===== src/rtl/lcd_16x2_seq.sv =====
// -----------------------------------------------------------------------------
// lcd_16x2_seq
// Sequencer for a 16x2 HD44780 LCD driven through a single-command writer.
// After reset it waits out the power-up delay, runs the 8-bit init sequence
// (0x38, 0x38, 0x0C, 0x01, 0x06) and then writes 32 characters from an external
// buffer to lines 1 and 2. Each refresh request rewrites the whole screen.
//
// Ports:
//   clk        system clock
//   rst_n      synchronous active-low reset
//   refresh    one-cycle pulse requesting a full screen rewrite
//   char_addr  buffer read address (0-15 line 1, 16-31 line 2)
//   char_data  buffer read data, combinational from char_addr
//   cmd_word   to writer: [10]=RS, [9]=RW (0), [8]=0, [7:0]=data/command
//   cmd_start  one-cycle start pulse to writer
//   cmd_ready  writer ready (1 = idle/finished)
//   init_done  high once the init sequence has completed
//   busy       high whenever the controller is not idle
// -----------------------------------------------------------------------------
module lcd_16x2_seq #(
  parameter int PWR_UP_CYC   = 750000,
  parameter int CMD_WAIT_CYC = 2000,
  parameter int CLR_WAIT_CYC = 82000
) (
  input  logic        clk,
  input  logic        rst_n,
  input  logic        refresh,
  output logic [4:0]  char_addr,
  input  logic [7:0]  char_data,
  output logic [10:0] cmd_word,
  output logic        cmd_start,
  input  logic        cmd_ready,
  output logic        init_done,
  output logic        busy
);

  localparam int MAX_CYC = (PWR_UP_CYC > CLR_WAIT_CYC) ? PWR_UP_CYC : CLR_WAIT_CYC;
  localparam int CNT_W   = ($clog2(MAX_CYC + 1) > 20) ? $clog2(MAX_CYC + 1) : 20;

  localparam logic [CNT_W-1:0] PWR_LAST = CNT_W'(PWR_UP_CYC - 1);
  localparam logic [CNT_W-1:0] CMD_LAST = CNT_W'(CMD_WAIT_CYC - 1);
  localparam logic [CNT_W-1:0] CLR_LAST = CNT_W'(CLR_WAIT_CYC - 1);

  // Index 0 of a line is the DDRAM address command, 1..16 are the characters.
  localparam logic [4:0] INIT_LAST = 5'd4;
  localparam logic [4:0] LINE_LAST = 5'd16;

  typedef enum logic [2:0] {
    S_PWRUP, S_SETUP, S_ISSUE, S_ACK, S_DONE, S_WAIT, S_IDLE
  } state_t;

  typedef enum logic [1:0] {
    PH_INIT, PH_LINE1, PH_LINE2
  } phase_t;

  state_t           state_q, state_d;
  phase_t           phase_q, phase_d;
  logic [4:0]       idx_q, idx_d;
  logic [CNT_W-1:0] cnt_q, cnt_d;
  logic             pending_q, pending_d;
  logic [10:0]      cmd_word_q, cmd_word_d;
  logic             cmd_start_q, cmd_start_d;
  logic [4:0]       char_addr_q, char_addr_d;
  logic             init_done_q, init_done_d;
  logic             busy_q, busy_d;

  logic [CNT_W-1:0] wait_last;
  logic             wait_end;
  logic [3:0]       char_lo;

  function automatic logic [7:0] init_cmd(input logic [2:0] i);
    case (i)
      3'd0, 3'd1: init_cmd = 8'h38;
      3'd2:       init_cmd = 8'h0C;
      3'd3:       init_cmd = 8'h01;
      default:    init_cmd = 8'h06;
    endcase
  endfunction

  // Clear Display needs the long settle time; cmd_word still holds the
  // command that just completed while in WAIT.
  assign wait_last = (!cmd_word_q[10] && cmd_word_q[7:0] == 8'h01) ? CLR_LAST : CMD_LAST;
  assign wait_end  = (state_q == S_WAIT) && (cnt_q == wait_last);
  // idx 1..16 maps to column 0..15 (idx 16 wraps its low nibble to 0, minus 1 = 15).
  assign char_lo   = idx_q[3:0] - 4'd1;

  // State register
  always_ff @(posedge clk) begin
    if (!rst_n) begin
      state_q     <= S_PWRUP;
      phase_q     <= PH_INIT;
      idx_q       <= '0;
      cnt_q       <= '0;
      pending_q   <= 1'b0;
      cmd_word_q  <= '0;
      cmd_start_q <= 1'b0;
      char_addr_q <= '0;
      init_done_q <= 1'b0;
      busy_q      <= 1'b1;
    end else begin
      state_q     <= state_d;
      phase_q     <= phase_d;
      idx_q       <= idx_d;
      cnt_q       <= cnt_d;
      pending_q   <= pending_d;
      cmd_word_q  <= cmd_word_d;
      cmd_start_q <= cmd_start_d;
      char_addr_q <= char_addr_d;
      init_done_q <= init_done_d;
      busy_q      <= busy_d;
    end
  end

  // Next-state logic
  always_comb begin
    state_d   = state_q;
    phase_d   = phase_q;
    idx_d     = idx_q;
    cnt_d     = '0;
    pending_d = pending_q;
    if (refresh && state_q != S_IDLE) pending_d = 1'b1;
    case (state_q)
      S_PWRUP: begin
        if (cnt_q == PWR_LAST) begin
          state_d = S_SETUP;
          phase_d = PH_INIT;
          idx_d   = '0;
        end else begin
          cnt_d = cnt_q + 1'b1;
        end
      end
      S_SETUP: state_d = S_ISSUE;
      S_ISSUE: if (cmd_ready == 1'b1) state_d = S_ACK;
      S_ACK:   if (cmd_ready == 1'b0) state_d = S_DONE;
      S_DONE:  if (cmd_ready == 1'b1) state_d = S_WAIT;
      S_WAIT: begin
        if (wait_end) begin
          state_d = S_SETUP;
          idx_d   = idx_q + 5'd1;
          case (phase_q)
            PH_INIT: begin
              if (idx_q == INIT_LAST) begin
                // The first screen write satisfies any refresh seen so far.
                phase_d   = PH_LINE1;
                idx_d     = '0;
                pending_d = 1'b0;
              end
            end
            PH_LINE1: begin
              if (idx_q == LINE_LAST) begin
                phase_d = PH_LINE2;
                idx_d   = '0;
              end
            end
            default: begin
              if (idx_q == LINE_LAST) begin
                state_d = S_IDLE;
                idx_d   = '0;
              end
            end
          endcase
        end else begin
          cnt_d = cnt_q + 1'b1;
        end
      end
      S_IDLE: begin
        if (refresh || pending_q) begin
          state_d   = S_SETUP;
          phase_d   = PH_LINE1;
          idx_d     = '0;
          pending_d = 1'b0;
        end
      end
      default: state_d = S_PWRUP;
    endcase
  end

  // Output logic
  always_comb begin
    cmd_word_d  = cmd_word_q;
    cmd_start_d = 1'b0;
    char_addr_d = char_addr_q;
    init_done_d = init_done_q;
    busy_d      = (state_d != S_IDLE);

    // Present the buffer address one cycle ahead so char_data is settled at ISSUE.
    if (state_q == S_SETUP && phase_q != PH_INIT && idx_q != 5'd0)
      char_addr_d = {phase_q == PH_LINE2, char_lo};

    if (state_q == S_ISSUE && cmd_ready == 1'b1) begin
      cmd_start_d = 1'b1;
      case (phase_q)
        PH_INIT:  cmd_word_d = {3'b000, init_cmd(idx_q[2:0])};
        PH_LINE1: cmd_word_d = (idx_q == 5'd0) ? 11'h080 : {3'b100, char_data};
        default:  cmd_word_d = (idx_q == 5'd0) ? 11'h0C0 : {3'b100, char_data};
      endcase
    end

    if (wait_end && phase_q == PH_INIT && idx_q == INIT_LAST)
      init_done_d = 1'b1;
  end

  assign cmd_word  = cmd_word_q;
  assign cmd_start = cmd_start_q;
  assign char_addr = char_addr_q;
  assign init_done = init_done_q;
  assign busy      = busy_q;

endmodule


===== config.mk =====
export PLATFORM = sky130hd
export DESIGN_NAME = lcd_16x2_seq
export DESIGN_NICKNAME = d
export VERILOG_FILES = /design/src/rtl/lcd_16x2_seq.sv
export SDC_FILE = /design/constraint.sdc
export NUM_CORES = 1
export LEC_CHECK = 0
export ABC_AREA = 1
export BUFFER_PORTS_ARGS = -buffer_cell sky130_fd_sc_hd__buf_2
export CAP_MARGIN = 20
export CORE_MARGIN = 5
export CORE_UTILIZATION = 62
export CTS_CLUSTER_DIAMETER = 40
export DETAILED_ROUTE_END_ITERATION = 10
export MAX_ROUTING_LAYER = met4
export PLACE_DENSITY = 0.9
export SLEW_MARGIN = 25
export SYNTH_ARGS = -nofsm -noshare
export SYNTH_HDL_FRONTEND = slang
export SYNTH_SLANG_ARGS = --single-unit

===== constraint.sdc =====
create_clock -name clk -period 3.4 [get_ports clk]
set_clock_uncertainty 0.15 [all_clocks]
set_input_delay 0.68 -clock clk [delete_from_list [all_inputs] [get_ports clk]]
set_output_delay 0.68 -clock clk [all_outputs]
set_load 0.05 [all_outputs]

======== Yosys cells after proc, flatten, opt, wreduce, memory -nomap -nowiden ========
Index checks and enable logic that the tools add are counted.
storage, ports and cells
  bits in registers ....................... 50
  input port bits ......................... 12
  output and inout port bits .............. 19
  logic and storage cells ................. 96
cells by class
  $add $sub $neg .......................... 3
  equality and inequality tests ........... 24
  multiplexer cells ....................... 38
  reduce and logical (&&, ||, !) cells .... 21
operators by type and width
  operator                                        count
  2-to-1 mux 20 bit                               2
  one-hot mux 20 bit (2 select lines)             1
  2-to-1 mux 5 bit                                6
  2-to-1 mux 3 bit                                8
  2-to-1 mux 11 bit                               2
  one-hot mux 11 bit (2 select lines)             1
  one-hot mux 3 bit (7 select lines)              1
  adder 20 x 1 -> 20 bit (second input constant)  1
  == test 20 x 17 -> 1 bit                        1
  == test 20 bit (second input constant)          1
  one-hot mux 6 bit (3 select lines)              1
  2-to-1 mux 17 bit                               1
  one-hot mux 5 bit (3 select lines)              1
  == test 3 x 2 -> 1 bit (second input constant)  4
  != test 3 bit (second input constant)           4
  2-to-1 mux 2 bit                                5
  == test 3 bit (second input constant)           3
  == test 8 x 1 -> 1 bit (second input constant)  1
  logical AND 1 bit                               8
  AND reduction 7 bit                             1
  == test 3 x 1 -> 1 bit (second input constant)  2
  zero test 3 bit                                 2
  2-to-1 mux 1 bit                                6
  != test 2 bit (second input constant)           3
  19 further kinds                                20

======== Depth between registers and ports, before layout ========
  word-level depth ........................ 8
  mapped depth ............................ 12
  depth with buffers taken out ............ 12

======== Least setup slack after synthesis ========
Ideal clock, no wire load.
  path type ............................... reg-to-reg
  from .................................... register cmd_word_q[0], in the netlist cmd_word[0]
  to ...................................... register cnt_q[0]
  setup time .............................. 0.117 ns
  arrival time ............................ 1.574 ns
  data required time ...................... 3.133 ns
  setup slack ............................. 1.559 ns
  stages on the path, launching flop included .. 11
  buffers on the path ..................... 1
  clock period less this slack ............ 1.841 ns
  path through ............................ dfxtp_1 nand2_1 nor2_1 nand3_1 nand2_1 nand3_2 nand2_4 nand2_2 nand2_4 buf_6 nor2_1
on the way
  cells in the longest elaborated chain, start to end .. 7
ends and longest elaborated chain
  what                                 RTL line  text
  from (decl)                          61        logic [10:0] cmd_word_q, cmd_word_d;
  from (signal assigned)               106       cmd_word_q <= cmd_word_d;
  == test 8 x 1 -> 1 bit               82        assign wait_last = (!cmd_word_q[10] && cmd_word_q[7:0] == 8'h01) ? CLR_LAST : CMD_LAST;
  logical AND 1 bit                    82
  2-to-1 mux 17 bit                    82
  == test 20 x 17 -> 1 bit             83        assign wait_end = (state_q == S_WAIT) && (cnt_q == wait_last);
  logical AND 1 bit                    83
  2-to-1 mux 20 bit                    137       if (wait_end) begin
  one-hot mux 20 bit (2 select lines)  122       case (state_q)
  to (signal assigned)                 104       cnt_q <= cnt_d;
  to (decl)                            59        logic [CNT_W-1:0] cnt_q, cnt_d;
No other way between the ends.
A chain may end at the register's enable or synchronous reset.

======== Worst setup path in the final report ========
  from .................................... register cnt_q[0]
  to ...................................... register cnt_q[14]
on the way
  cells in the longest elaborated chain, start to end .. 4
  elaborated cells on any way between the ends .. 7
  those cells by class .................... 1 x add/sub; 2 x eq/ne; 3 x mux; 1 x reduce/logical
ends and longest elaborated chain
  what                                                                            RTL line
  parallel branches: the longest is 3 deep, another holds adder 20 x 1 -> 20 bit  -
  one-hot mux 20 bit (2 select lines) *                                           122
Every way passes the cells marked *.

==> metrics.md <==
| Metric | Value |
|---|---|
| Outcome | finished, final reports clean |
| Initial DRC count | 225 |
| Hold path startpoint | cmd_word[7] |
| Leakage | 1.253 nW |
| Grt ovf | 0 |
| Largest net degree at the start of global routing | 20 |
| Distinct cells, synth | 33 |
| Finished Layout Cells | 467 |
| CP Cell Sequence | ha_1 > nand2_2 > nor2_4 > nand4_1 > inv_1 > nand2_1 > nor2_2 > inv_1 > nor2_2 > nand3_1 > o21ai_0 > nor2_1 |
| Post-synth EDFFs | 0 |
| Synth area leaders | dfxtp_1 37%, nand2_1 11%, nor2_1 9.8% |
| Register area | 960.9 um^2 |
| WHS | 0.3397 ns |
| Worst min-delay path class | reg -> reg |
| Count leader, synth | nand2_1 |
| Port Buf Inserts | 28 |
| Largest stage delay, worst path | 0.41 ns |
| Crit path buffers/inverters | 2 |
| Initial core utilization | 64.50% |
| CP Data Arrival Time | 2.06 ns |
| Post-layout power | 1.044 mW |
| CTS tree | done |
| CP startpoint | cnt_q[0] |
| Footprint of the multi-input gates | 0.001389 mm^2 |
| Core area | 0.004029 mm^2 |
| Die area | 0.005586 mm^2 |
| Worst-path clk slew | 0.08 ns |
| CTS Buf Count | 5 |
| Total number of vias | 2614 |
| Die width | 74.74 um |
| Placer congestion estimate | 0.9811 |
| Setup Buffers After CTS | 0 |
| Post-placement cell area | 0.002766 mm^2 |
| # setup viols final | 0 |
| Vias/cell | 5.597 |
| Pwr dens | 360.9 mW/mm^2 |
| Diodes inserted | 0 |
| CTS root buf | clkbuf_8 |
| # H-tree levels | 2 |
| Worst reg2reg path startpoint | cnt_q[0] |
| Initial antenna violation count | 0 |
| Worst-Margin Slew | 0.5909 ns |
| DP Wirelength | 4.440 mm |
| Layout cells sized above 1 | 13.19% |
| Final core utilization | 71.80% |
| Critical path fanouts, max | 5 |
| Critical Path RT | 3.44 ns |
| Synthesis-to-layout area growth | 11.31% |
| Seq cells post-synth | 48 |
| Post-CTS Resized | 0 |
| Sequential fraction of the synthesis area | 36.98% |
| WS Path Type | reg -> reg |
| Yosys warning count | 0 |
| First-pass GRT wire length | 9.839 mm |
| Mapped cell area | 0.002599 mm^2 |
| Number of global-route vias before repair | 2362 |
| Dpl ws | 1.304 ns |
| Synth top cells by count | 73 x nand2_1, 68 x nor2_1, 53 x inv_1, 48 x dfxtp_1, 25 x nand3_1 |
| Tot GR Track Use | 23.05% |
| WL final | 5.905 mm |
| CP delay by family, top | simple AND/OR/NAND/NOR gates |
| Cells after Synth | 386 |
| Final ANT Viol Nets | 0 |
| CP Capture Type | register |
| Fmax | 0.4942 GHz |
| Sink Count | 48 |
| Crit start category | register |
| CTS hold repair buffers | 0 |
| Final hold violation count | 0 |
| Fillcell total | 331 |
| Avg Cell Area, Syn | 6.732 um^2 |
| Clk Latency, worst-skew pair | 0.30 ns |
| Ys async rst share | 0% |
| Slowest stage cell on the critical path | dfxtp_1 |
| Peak VDD IR | 0.3391 mV |
| Tmin final | 2.023 ns |
| Final period util | 59.51% |
| Top cell type by total area after synthesis | dfxtp_1 |
| Row count | 23 |
| Pins Over Slew Limit | 0 |
| Setup TNS | 0 ns |
| Drt drc | 0 |
| WL per Instance | 12.64 um |
| Unrepaired setup endpoints after global routing | no |
| Setup WS post-layout | 1.377 ns |
| Final net count | 434 |
| Cell Count Post-Placement | 459 |
| CTS Buffer Depth | 2 |
| Max-Cap Viols | 0 |
| Ys flop type | dfxtp_1 |
| Finished Cell Area | 0.002893 mm^2 |
| Drt first pass iters | 5 |
| Io pins | 31 |
| Die Y | 74.74 um |
| Top cell type's share of synthesized area | 36.98% |
| Worst rel slew slack | 60.24% |
[state kept, by name, indices dropped and copies added (netlist names), 2 cells and up]
signal,flops
char_addr,5
cmd_word,9
cnt_q,20
idx_q,5
phase_q,2
state_q,3
[cells in the final DEF, fill, tap and decap left out, types with 2 or more instances in the layout]
| cell type | n |
|---|---|
| nor2_1 | 68 |
| inv_2 | 4 |
| buf_2 | 28 |
| nor2_2 | 5 |
| o211ai_1 | 2 |
| o21ai_0 | 15 |
| nor3_1 | 18 |
| nand2_1 | 73 |
| dfxtp_1 | 48 |
| clkbuf_8 | 7 |
| nand2_2 | 4 |
| a21oi_1 | 16 |
| nand4_1 | 12 |
| xnor2_1 | 2 |
| nand2_4 | 2 |
| inv_1 | 53 |
| conb_1 | 2 |
| nand3_1 | 25 |
| xor2_1 | 11 |
| a31oi_1 | 3 |
| ha_1 | 6 |
| nor4_1 | 3 |
[worst paths after layout]
check | endpoint | slack, ns | depth (start not counted)
worst max-delay path | cnt_q[14] | 1.38 | 12
worst min-delay path | cmd_word[7] | 0.34 | 2
worst max register to register | cnt_q[14] | 1.38 | 12
worst min register to register | cmd_word[7] | 0.34 | 2
[layer usage]
layer / share of wire, % / track usage, % / routed length [um]
met4: 2.3 / 9.684 / 134
met5: 0 / - / 0
met2: 46 / 36.10 / 2699
met1: 45 / 29.68 / 2654
met3: 7.1 / 3.471 / 417
[report_power, final]
part           internal (mW)  leakage [nW]  switching [mW]
sequential             0.566         0.387         0.00331
combinational        0.00949         0.802          0.0208
clock                  0.259        0.0645           0.185
[layout make-up]
type / count / area share, %
Inverter: 57 / 7.396
Timing Repair Buffer: 28 / 4.844
Clock buffer: 7 / 3.330
Sequential cell: 48 / 33.22
Clock inverter: 1 / 1.038
Multi-Input combinational cell: 276 / 48.01
Tap cell: 50 / 2.163
[worst min-delay path: stages (launching register included)]
cell	delay [ns]
dfxtp_1	0.32
nand2_1	0.07
a21oi_1	0.06
[cells by family (layout without fill, tap and decap cells)]
group                    after synthesis  count (layout)  synth area share, %
AO/OA/AOI/OAI                         41              41                8.811
AND/OR/NAND/NOR                      214             214                37.07
flip-flops                            48              48                36.98
other                                  1               2               0.1443
buffers and inverters                 63              93                9.725
adder cells (fa/ha/maj)                6               6                2.889
XOR/XNOR                              13              13                4.381
(Power assumes the default switching activity.)
